## config.mk

```make
export PLATFORM = sky130hd
export DESIGN_NAME = seq_det_param
export DESIGN_NICKNAME = d
export VERILOG_FILES = /design/src/rtl/seq_det_param.sv
export SDC_FILE = /design/constraint.sdc
export NUM_CORES = 1
export LEC_CHECK = 0
export ABC_AREA = 1
export BUFFER_PORTS_ARGS = -buffer_cell sky130_fd_sc_hd__buf_2
export CAP_MARGIN = 20
export CELL_PAD_IN_SITES_DETAIL_PLACEMENT = 1
export CELL_PAD_IN_SITES_GLOBAL_PLACEMENT = 2
export CORE_ASPECT_RATIO = 0.6
export CORE_MARGIN = 2
export CORE_UTILIZATION = 31
export CTS_BUF_LIST = sky130_fd_sc_hd__clkbuf_4 sky130_fd_sc_hd__clkbuf_8
export CTS_CLUSTER_SIZE = 8
export DETAILED_ROUTE_END_ITERATION = 16
export PLACE_DENSITY = 0.76
export SYNTH_ARGS = -nofsm -noshare
export SYNTH_HDL_FRONTEND = slang
export SYNTH_SLANG_ARGS = --single-unit
export TNS_END_PERCENT = 1
```

## constraint.sdc

```tcl
create_clock -name clk -period 1.66 [get_ports clk]
set_input_delay 0 -clock clk [delete_from_list [all_inputs] [get_ports clk]]
set_output_delay 0 -clock clk [all_outputs]
set_load 0.02 [all_outputs]
```

## src/rtl/seq_det_param.sv

```systemverilog
`default_nettype none
// ============================================================================
// Module      : seq_det_param
// Description : Serial pattern detector with a run-time loadable PAT_LEN-bit
//               pattern, input qualifier, overlap mode and saturating counter.
// Revision    : 1.0 - initial release
// ============================================================================
module seq_det_param #(
  parameter int                 PAT_LEN = 4,
  parameter logic [PAT_LEN-1:0] DEF_PAT = 4'b1001,
  parameter int                 CNT_W   = 8
) (
  input  logic               clk,
  input  logic               reset,
  input  logic               load,
  input  logic [PAT_LEN-1:0] pat_in,
  input  logic               overlap_en,
  input  logic               in_valid,
  input  logic               inp_1,
  output logic               match,
  output logic [CNT_W-1:0]   match_cnt,
  output logic               armed
);

  localparam int               c_FILL_W = $clog2(PAT_LEN + 1);
  localparam [c_FILL_W-1:0]    c_FULL   = c_FILL_W'(PAT_LEN);

  logic [PAT_LEN-1:0]  r_pat;
  logic [PAT_LEN-1:0]  r_hist;
  logic [c_FILL_W-1:0] r_fill;
  logic                r_match;
  logic [CNT_W-1:0]    r_cnt;

  logic [PAT_LEN-1:0]  w_nh;
  logic [c_FILL_W-1:0] w_nf;
  logic                w_hit;

  always_comb begin
    w_nh  = {r_hist[PAT_LEN-2:0], inp_1};
    w_nf  = (r_fill == c_FULL) ? c_FULL : r_fill + 1'b1;
    w_hit = (w_nf == c_FULL) && (w_nh == r_pat);
  end

  always_ff @(posedge clk) begin
    if (!reset) begin
      r_pat   <= DEF_PAT;
      r_hist  <= '0;
      r_fill  <= '0;
      r_match <= 1'b0;
      r_cnt   <= '0;
    end else if (load) begin
      r_pat   <= pat_in;
      r_hist  <= '0;
      r_fill  <= '0;
      r_match <= 1'b0;
      r_cnt   <= '0;
    end else if (in_valid) begin
      r_hist  <= w_nh;
      r_match <= w_hit;
      if (w_hit) begin
        if (!(&r_cnt)) r_cnt <= r_cnt + 1'b1;
        // Non-overlap keeps the history but demands PAT_LEN fresh bits.
        r_fill <= overlap_en ? w_nf : '0;
      end else begin
        r_fill <= w_nf;
      end
    end else begin
      r_match <= 1'b0;
    end
  end

  assign match     = r_match;
  assign match_cnt = r_cnt;
  assign armed     = (r_fill == c_FULL);

endmodule
`default_nettype wire

```

== Word level (Yosys, flattened, before mapping) ==
Cells that the tools add are included.

* Bitwise operators: 3
* Div/mod/pow operators: 0
* Mux-type cells: 3
* $add $sub $neg: 2
* Shift-type cells: 0
* Reductions and logical operators: 5
* $lt $le $gt $ge: 0
* Multipliers: 0
* Equal/unequal tests: 3

{| class="wikitable"
|+ Operators by type and width
! kind !! count
|-
| $mux 3 || 3
|-
| $add 8x1->8 const B || 1
|-
| $reduce_and 8->1 || 1
|-
| $eq 3x3->1 const B || 2
|-
| $eq 4x4->1 || 1
|-
| $add 3x1->3 const B || 1
|-
| $not 1->1 || 3
|-
| $reduce_and 3->1 || 1
|-
| $reduce_or 3->1 || 1
|-
| $reduce_or 2->1 || 1
|-
| $logic_and 1x1->1 || 1
|}

* Bits in latches: 0
* Memories: 0
* Memory bits (writable): 0
* Memory bits (read-only): 0
* Output and inout bits: 10
* Register bits after elaboration: 19

== Longest topological paths before layout ==
Gate-level depths: netlist of the first run.

* Depth after elaboration: 5
* Gate-level depth with buffers: 9
* Depth with buffers taken out: 9

== Worst setup path after synthesis of the first run ==
No wires, ideal clock.

* Kind: reg-to-reg
* From: reg r_cnt[0], in the netlist match_cnt[0]
* To: reg r_cnt[2], in the netlist match_cnt[2]
* Path buffers: 0
* Stages on the path, launching flop included: 8
* Path slack: 0.219 ns
* Arrival time: 1.319 ns
* Clock period less this slack: 1.441 ns
* Setup time: 0.123 ns
* Data required time: 1.537 ns
* Cell sequence: dfxtp_1 -> ha_1 -> nand2_2 -> nor2_4 -> a21oi_4 -> nand3_2 -> nand2_1 -> a21oi_1

* Cells in the longest elaborated chain, start to end: 3
* Elaborated cells between the ends (all ways): 4

{| class="wikitable"
|+ RTL lines
! what !! line !! text
|-
| from (decl) || 32 || <nowiki>logic [CNT_W-1:0] r_cnt;</nowiki>
|-
| from (signal assigned) || 61 || <nowiki>if (!(&r_cnt)) r_cnt <= r_cnt + 1'b1;</nowiki>
|-
| branches (longest 3 deep; another with $add 8x1->8) || n/a ||
|}

Several ways; the timed one is not identified.
A chain may end at the register's enable or synchronous reset.

== Worst setup path in the final report of the first run ==
* From: reg r_fill[0]
* To: reg r_cnt[6], in the netlist match_cnt[6]

* Cells in the longest elaborated chain, start to end: 5
* Elaborated cells between the ends (all ways): 6

{| class="wikitable"
|+ RTL lines
! what !! line !! text
|-
| from (decl) || 30 || <nowiki>logic [c_FILL_W-1:0] r_fill;</nowiki>
|-
| from (signal assigned) || 63 || <nowiki>r_fill <= overlap_en ? w_nf : '0;</nowiki>
|-
| from (signal assigned) || 65 || <nowiki>r_fill <= w_nf;</nowiki>
|-
| $add 3x1->3 or $eq 3x3->1 (tied branches) || 40 || <nowiki>w_nf = (r_fill == c_FULL) ? c_FULL : r_fill + 1'b1;</nowiki>
|-
| $mux 3 (*) || 40 ||
|-
| $eq 3x3->1 (*) || 41 || <nowiki>w_hit = (w_nf == c_FULL) && (w_nh == r_pat);</nowiki>
|-
| $logic_and 1x1->1 (*) || 41 ||
|-
| $reduce_and 3->1 (no source line) (*) || n/a ||
|}

Every way passes the cells marked *; elsewhere a longest branch is shown, timed or not.

==> metrics, run 1 <==
critical path peak fanout=7; share of post-route cells with drive strength above 1=28.16%; TNS Setup=0 ns; Post-synth top cells=nand2_1, inv_1, dfxtp_1; Clock Sinks=19; smallest setup slack after layout=0.1158 ns; register area=381.6 um2; hold_sp=pat_in[2]; Hold Path Depth=3; hold worst-path end=r_pat[2]; Layout Area Growth over Synthesis=22.48%; Max transition margin=73.20%; Reg2Reg Depth=8; Post-synth EDFFs=0; Slew Viols, Final=0; Multi-input gate area=586.8 um2; unrepaired setup endpoints after global routing=false; Initial Util=32.55%; filler cell count=between 400 and 500; dpl hpwl=2.112 mm; Pwr Density=roughly 700 nW/um2; Reg2Reg Launch Point=r_fill[0]; row cnt=16; CTS Root Cell=clkbuf_8; r2r endpoint=match_cnt[6]; largest cells by area after synthesis=dfxtp_1, nand2_1, inv_1; IO Port Bufs=19; Worst setup SP type=flop; Netlist cell types=22; Die Y=49.48 um; flop2flop setup slack=0.12 ns; post-synthesis net count=160; worst slew pin tran=0.3984 ns; Gate Count Post-Synth=147; critical path startpoint=r_fill[0]; Arrival @ worst endpoint=1.68 ns; leakage=approximately 0.63 nW; Req. time, crit path=1.80 ns; CTS clk-pin slew, worst paths=approximately 0.070 ns; synthesized flop and latch total=19; fin crit share=just over 90%; MaxCap Viol Count=0; first-pass GRT wire length=4.388 mm; Post-DRT Antenna Nets=0; min cycle time layout=1.544 ns; CP endpoint kind=flop; ys async rst share=0%; Pre-antenna DRT Iters=2; Clock Tree Buf Depth=2; post-synthesis sequential area ratio=35.60%; mapped cell area=1069 um2; # nets final=188; CTS buffer count=3; initial antenna violation count=0; Hold Fails Final Rpt=0; worst hold path class=in -> reg; 1st-iter DRT viols=17; Setup CP Type=reg -> reg; RePlAce Congestion=0.7882; GRT Overall Usage=roughly 15%; Primary FF master, synth=dfxtp_1; Routed WL per cell=roughly 12 um; # IOs=20; syn_area_per_cell=7.269 um2; Yosys Warn Count=0; largest net degree at the start of global routing=14; Die ar.=3948 um2; # setup viols final=0; # diodes=0; skew final=0.004521 ns; pre-CTS setup slack=~0.066 ns; total power=0.9121 mW; most common cell in the netlist=nand2_1; die width=about 80 um; CORE AREA=3283 um2; drc violations=0; status=finished clean; htree depth=1; max frequency=647.6 MHz; final WL=~2.6 mm; vias in the first global route=985; Worst-Skew Late Latency=0.26 ns; top-area cell type share of the netlist area=35.60%; via/cell ratio=between 4 and 5; CTS tree=built; via count=991; Synth area leader=dfxtp_1; Max VDD drop=between 0.2 and 0.3 mV; total grt overflow=0
==> through the flow <==
stage                     instance area (um2)  hold WS, ns  utilization (%)  instances
final                                    1309      0.01382            39.86        219
after global routing                     1309      0.03672            39.86        219
after CTS                                1308     0.009047            39.82        219
after detailed placement                 1231       0.2324            37.50        212
after global placement                   1231       0.2164            37.50        212
after floorplan                          1069       0.1110                -        147
==> critical path: stages (launching register included) <==
cell and delay [ns]:
dfxtp_2 0.36, inv_2 0.05, ha_1 0.32, o21ai_2 0.15
nand2_2 0.12, inv_2 0.08, nand3_2 0.16, nand2_1 0.12
a21oi_1 0.07
==> where the power goes <==
group	switching [mW]	leakage, nW	internal (mW)
clock	0.158	0.0255	0.167
combinational	0.0663	0.452	0.0427
sequential	0.00982	0.155	0.468
total	0.234	0.633	0.678
==> layer usage <==
| metal | vias to the layer above | share of wire [%] | track usage (%) | wire length [um] |
|---|---|---|---|---|
| met5 | - | 0 | 0 | 0 |
| met4 | 0 | 0.97 | 4.520 | 25 |
| met3 | 5 | 3.8 | 4.762 | 98 |
| met2 | 10 | 43 | 23.11 | 1103 |
| met1 | 456 | 52 | 19.15 | 1343 |
| li1 | 520 | - | - | - |
==> worst max path at each step <==
stage	end	slack [ns]
5_1_grt	match_cnt[5]	0.006
3_5_place_dp	match_cnt[6]	0.07
4_1_cts	match_cnt[6]	0.05
2_1_floorplan	match_cnt[2]	0.22
6_report	match_cnt[6]	0.12
3_3_place_gp	match_cnt[6]	0.14
==> state kept, by name, indices dropped and copies added, names as in the netlist <==
name and cells:
r_hist 3, r_fill 3, r_pat 4, match 1, match_cnt 8
==> placed cells by master, fill, tap and decap left out, types with 2 or more instances in the layout <==
master,count
a21oi_1,16
nor2_4,2
nor2_1,3
clkbuf_8,3
nand2_1,30
xor2_1,5
nand3_2,3
inv_2,4
nand2_2,7
nand3_1,11
dlygate4sd3_1,3
dfxtp_1,18
ha_1,3
buf_4,2
inv_1,22
o21ai_0,10
buf_2,19
nor2_2,4
==> cells by family after synthesis <==
logic type	Yosys count	synth area share (%)
flip-flops	19	35.60
adder cells (fa/ha/maj)	3	3.513
buffers and inverters	27	9.484
AND/OR/NAND/NOR	63	31.26
XOR/XNOR	6	4.918
AO/OA/AOI/OAI	29	15.22
==> area by class of cell <==
class                   count  area share [%]
clock buffers               3           3.155
clock inverters             1          0.3824
inverters                  26           7.457
multi-input cells         101           44.84
flip-flops and latches     19           29.16
well taps                  45           4.302
repair buffers             24           10.71
==> what timing repair did <==
action                                  in CTS  in global routing
hold buffers                                 3                  0
setup buffers                                0                  0
resized for setup                            0                  1
hold endpoints to repair                     4                  0
endpoints found under the setup margin       0                  7
Power figures use the tool's default switching activity.
==> run 2: changes to the inputs <==
Settings changed: BUFFER_PORTS_ARGS -buffer_cell sky130_fd_sc_hd__buf_2 to default, CORE_UTILIZATION 31 to 36, DONT_BUFFER_PORTS from default to 1, PLACE_DENSITY 0.76 to 0.77.
==> metrics, run 2 (synthesized netlist as in run 1, its figures left out) <==
Layout Area Growth over Synthesis=24.71% (was 22.48%); CP cell instances=dlygate4sd3_1 > nor2_4 > o21ai_0 > a21oi_1 > dlygate4sd3_1 (was inv_2 > ha_1 > o21ai_2 > nand2_2 > inv_2 > nand3_2 > nand2_1 > a21oi_1); RePlAce Congestion=0.7224 (was 0.7882); Max VDD drop=0.4296 mV (was 0.2822 mV); share of post-route cells with drive strength above 1=20.83% (was 28.16%); TNS Setup=0 ns (unchanged); Buf+Inv Stages, Crit Path=2 (unchanged); Clock Sinks=19 (unchanged); Max transition margin=67.68% (was 73.20%); total grt overflow=0 (unchanged); Clock Tree Buf Depth=2 (unchanged); # setup viols final=0 (unchanged); unrepaired setup endpoints after global routing=false (unchanged); fin crit share=92.86% (was 93.02%); pre-CTS setup slack=0.08108 ns (was 0.06580 ns); Pwr Density=706.2 nW/um2 (was 696.9 nW/um2); Die Y=46.20 um (was 49.48 um); CP top delay family=buffers and inverters (was simple AND/OR/NAND/NOR gates); via/cell ratio=4.786 (was 4.525); vias in the first global route=1043 (was 985); die width=74.34 um (was 79.80 um); register area=381.6 um2 (unchanged); commonest non-fill, non-tap cell in the layout=nand2_1 (unchanged); # nets final=182 (was 188); Routed WL per cell=13.63 um (was 11.74 um); max reg flops=8 (unchanged); total power=0.9410 mW (was 0.9121 mW); Setup CP Type=in -> reg (was reg -> reg); max frequency=648.8 MHz (was 647.6 MHz); hold_ws=0.04958 ns (was 0.01382 ns); worst slew pin tran=0.4848 ns (was 0.3984 ns); worst hold path class=in -> reg (unchanged); CTS Root Cell=clkbuf_8 (unchanged); Worst setup SP type=primary input (was flop); Arrival @ worst endpoint=1.75 ns (was 1.68 ns); status=finished clean (unchanged); Multi-input gate area=586.8 um2 (unchanged); CORE AREA=2853 um2 (was 3283 um2); IO Port Bufs=0 (was 19); skew final=0.001489 ns (was 0.004521 ns); CTS buffer count=3 (unchanged); via count=1005 (was 991); Worst-Skew Late Latency=0.26 ns (about the same); Initial Util=37.46% (was 32.55%); CTS clk-pin slew, worst paths=0.07 ns (about the same); CTS tree=built (unchanged); CP max stage delay=0.66 ns (was 0.36 ns); 1st-iter DRT viols=37 (was 17); Die ar.=3434 um2 (was 3948 um2); largest net degree at the start of global routing=14 (unchanged); CP max-delay cell=dlygate4sd3_1 (was dfxtp_2); row cnt=15 (was 16); most frequent cells in the layout=nand2_1, inv_1, dfxtp_1, a21oi_1, nand3_1 (was nand2_1, inv_1, buf_2, dfxtp_1, a21oi_1); Post-DRT Antenna Nets=0 (unchanged); CP most frequent cell=dlygate4sd3_1 (was inv_2); leakage=0.6170 nW (was 0.6327 nW); Hold Fails Final Rpt=0 (unchanged); initial antenna violation count=0 (unchanged); dpl hpwl=2.145 mm (was 2.112 mm); Req. time, crit path=1.87 ns (was 1.80 ns); critical path peak fanout=8 (was 7); drc violations=0 (unchanged); # diodes=0 (unchanged); MaxCap Viol Count=0 (unchanged); htree depth=1 (unchanged); # IOs=20 (unchanged); Pre-antenna DRT Iters=4 (was 2); filler cell count=371 (was 440); CP endpoint kind=flop (unchanged); first-pass GRT wire length=4.809 mm (was 4.388 mm); GRT Overall Usage=19.33% (was 14.67%); Slew Viols, Final=0 (unchanged); min cycle time layout=1.541 ns (was 1.544 ns); smallest setup slack after layout=0.1186 ns (was 0.1158 ns); final WL=2.863 mm (was 2.570 mm)
run 2: final cells by class:
class,instances,share of cell area (%)
multi-input combinational,101,44.04
sequential,19,28.64
timing repair buffer,18,12.39
inverter,26,7.324
tap,42,3.944
clock buffer,4,3.662
run 2: power breakdown:
group	switching, mW	internal [mW]	total (mW)
Sequential	0.00963	0.468	0.477
Clock	0.161	0.187	0.348
Combinational	0.0693	0.0461	0.115
run 2: worst reg2reg max path, delay by kind of cell, from the launching register on:
| family | cells | cell delay, ns |
|---|---|---|
| adder cells (fa/ha/maj) | 1 | 0.31 |
| flip-flops | 1 | 0.36 |
| AO/OA/AOI/OAI | 2 | 0.31 |
| buffers and inverters | 1 | 0.05 |
| AND/OR/NAND/NOR | 3 | 0.43 |
run 2: routing by layer:
| metal | part of all wire (%) | wire [um] | track usage (%) | vias to the layer above |
|---|---|---|---|---|
| met5 | 0 | 0 | 0 | - |
| met4 | 0.70 | 20 | 5.000 | 0 |
| met3 | 5.4 | 156 | 6.127 | 5 |
| met2 | 45 | 1291 | 30.89 | 17 |
| met1 | 49 | 1395 | 25.62 | 474 |
| li1 | - | - | - | 509 |
run 2: metrics by stage:
| step | util [%] | cell area, um2 | cells |
|---|---|---|---|
| 2_1_floorplan | - | 1069 | 147 |
| 3_3_place_gp | 41.01 | 1170 | 195 |
| 3_5_place_dp | 41.01 | 1170 | 195 |
| 4_1_cts | 46.58 | 1329 | 210 |
| 5_1_grt | 46.71 | 1333 | 210 |
| 6_report | 46.71 | 1333 | 210 |
run 2: worst paths after layout:
check | start | slack, ns | endpoint | cells after the start
worst max-delay path | load | 0.12 | r_hist[0] | 5
worst min-delay path | overlap_en | 0.05 | r_fill[2] | 4
worst max register to register | r_fill[0] | 0.14 | match_cnt[3] | 7
worst min register to register | r_pat[1] | 0.50 | r_pat[1] | 2
run 2: repair_timing:
item,CTS,global route
resized for setup,0,2
endpoints found under the hold margin,12,0
hold buffers,11,0
endpoints found under the setup margin,0,8
buffers inserted,0,0
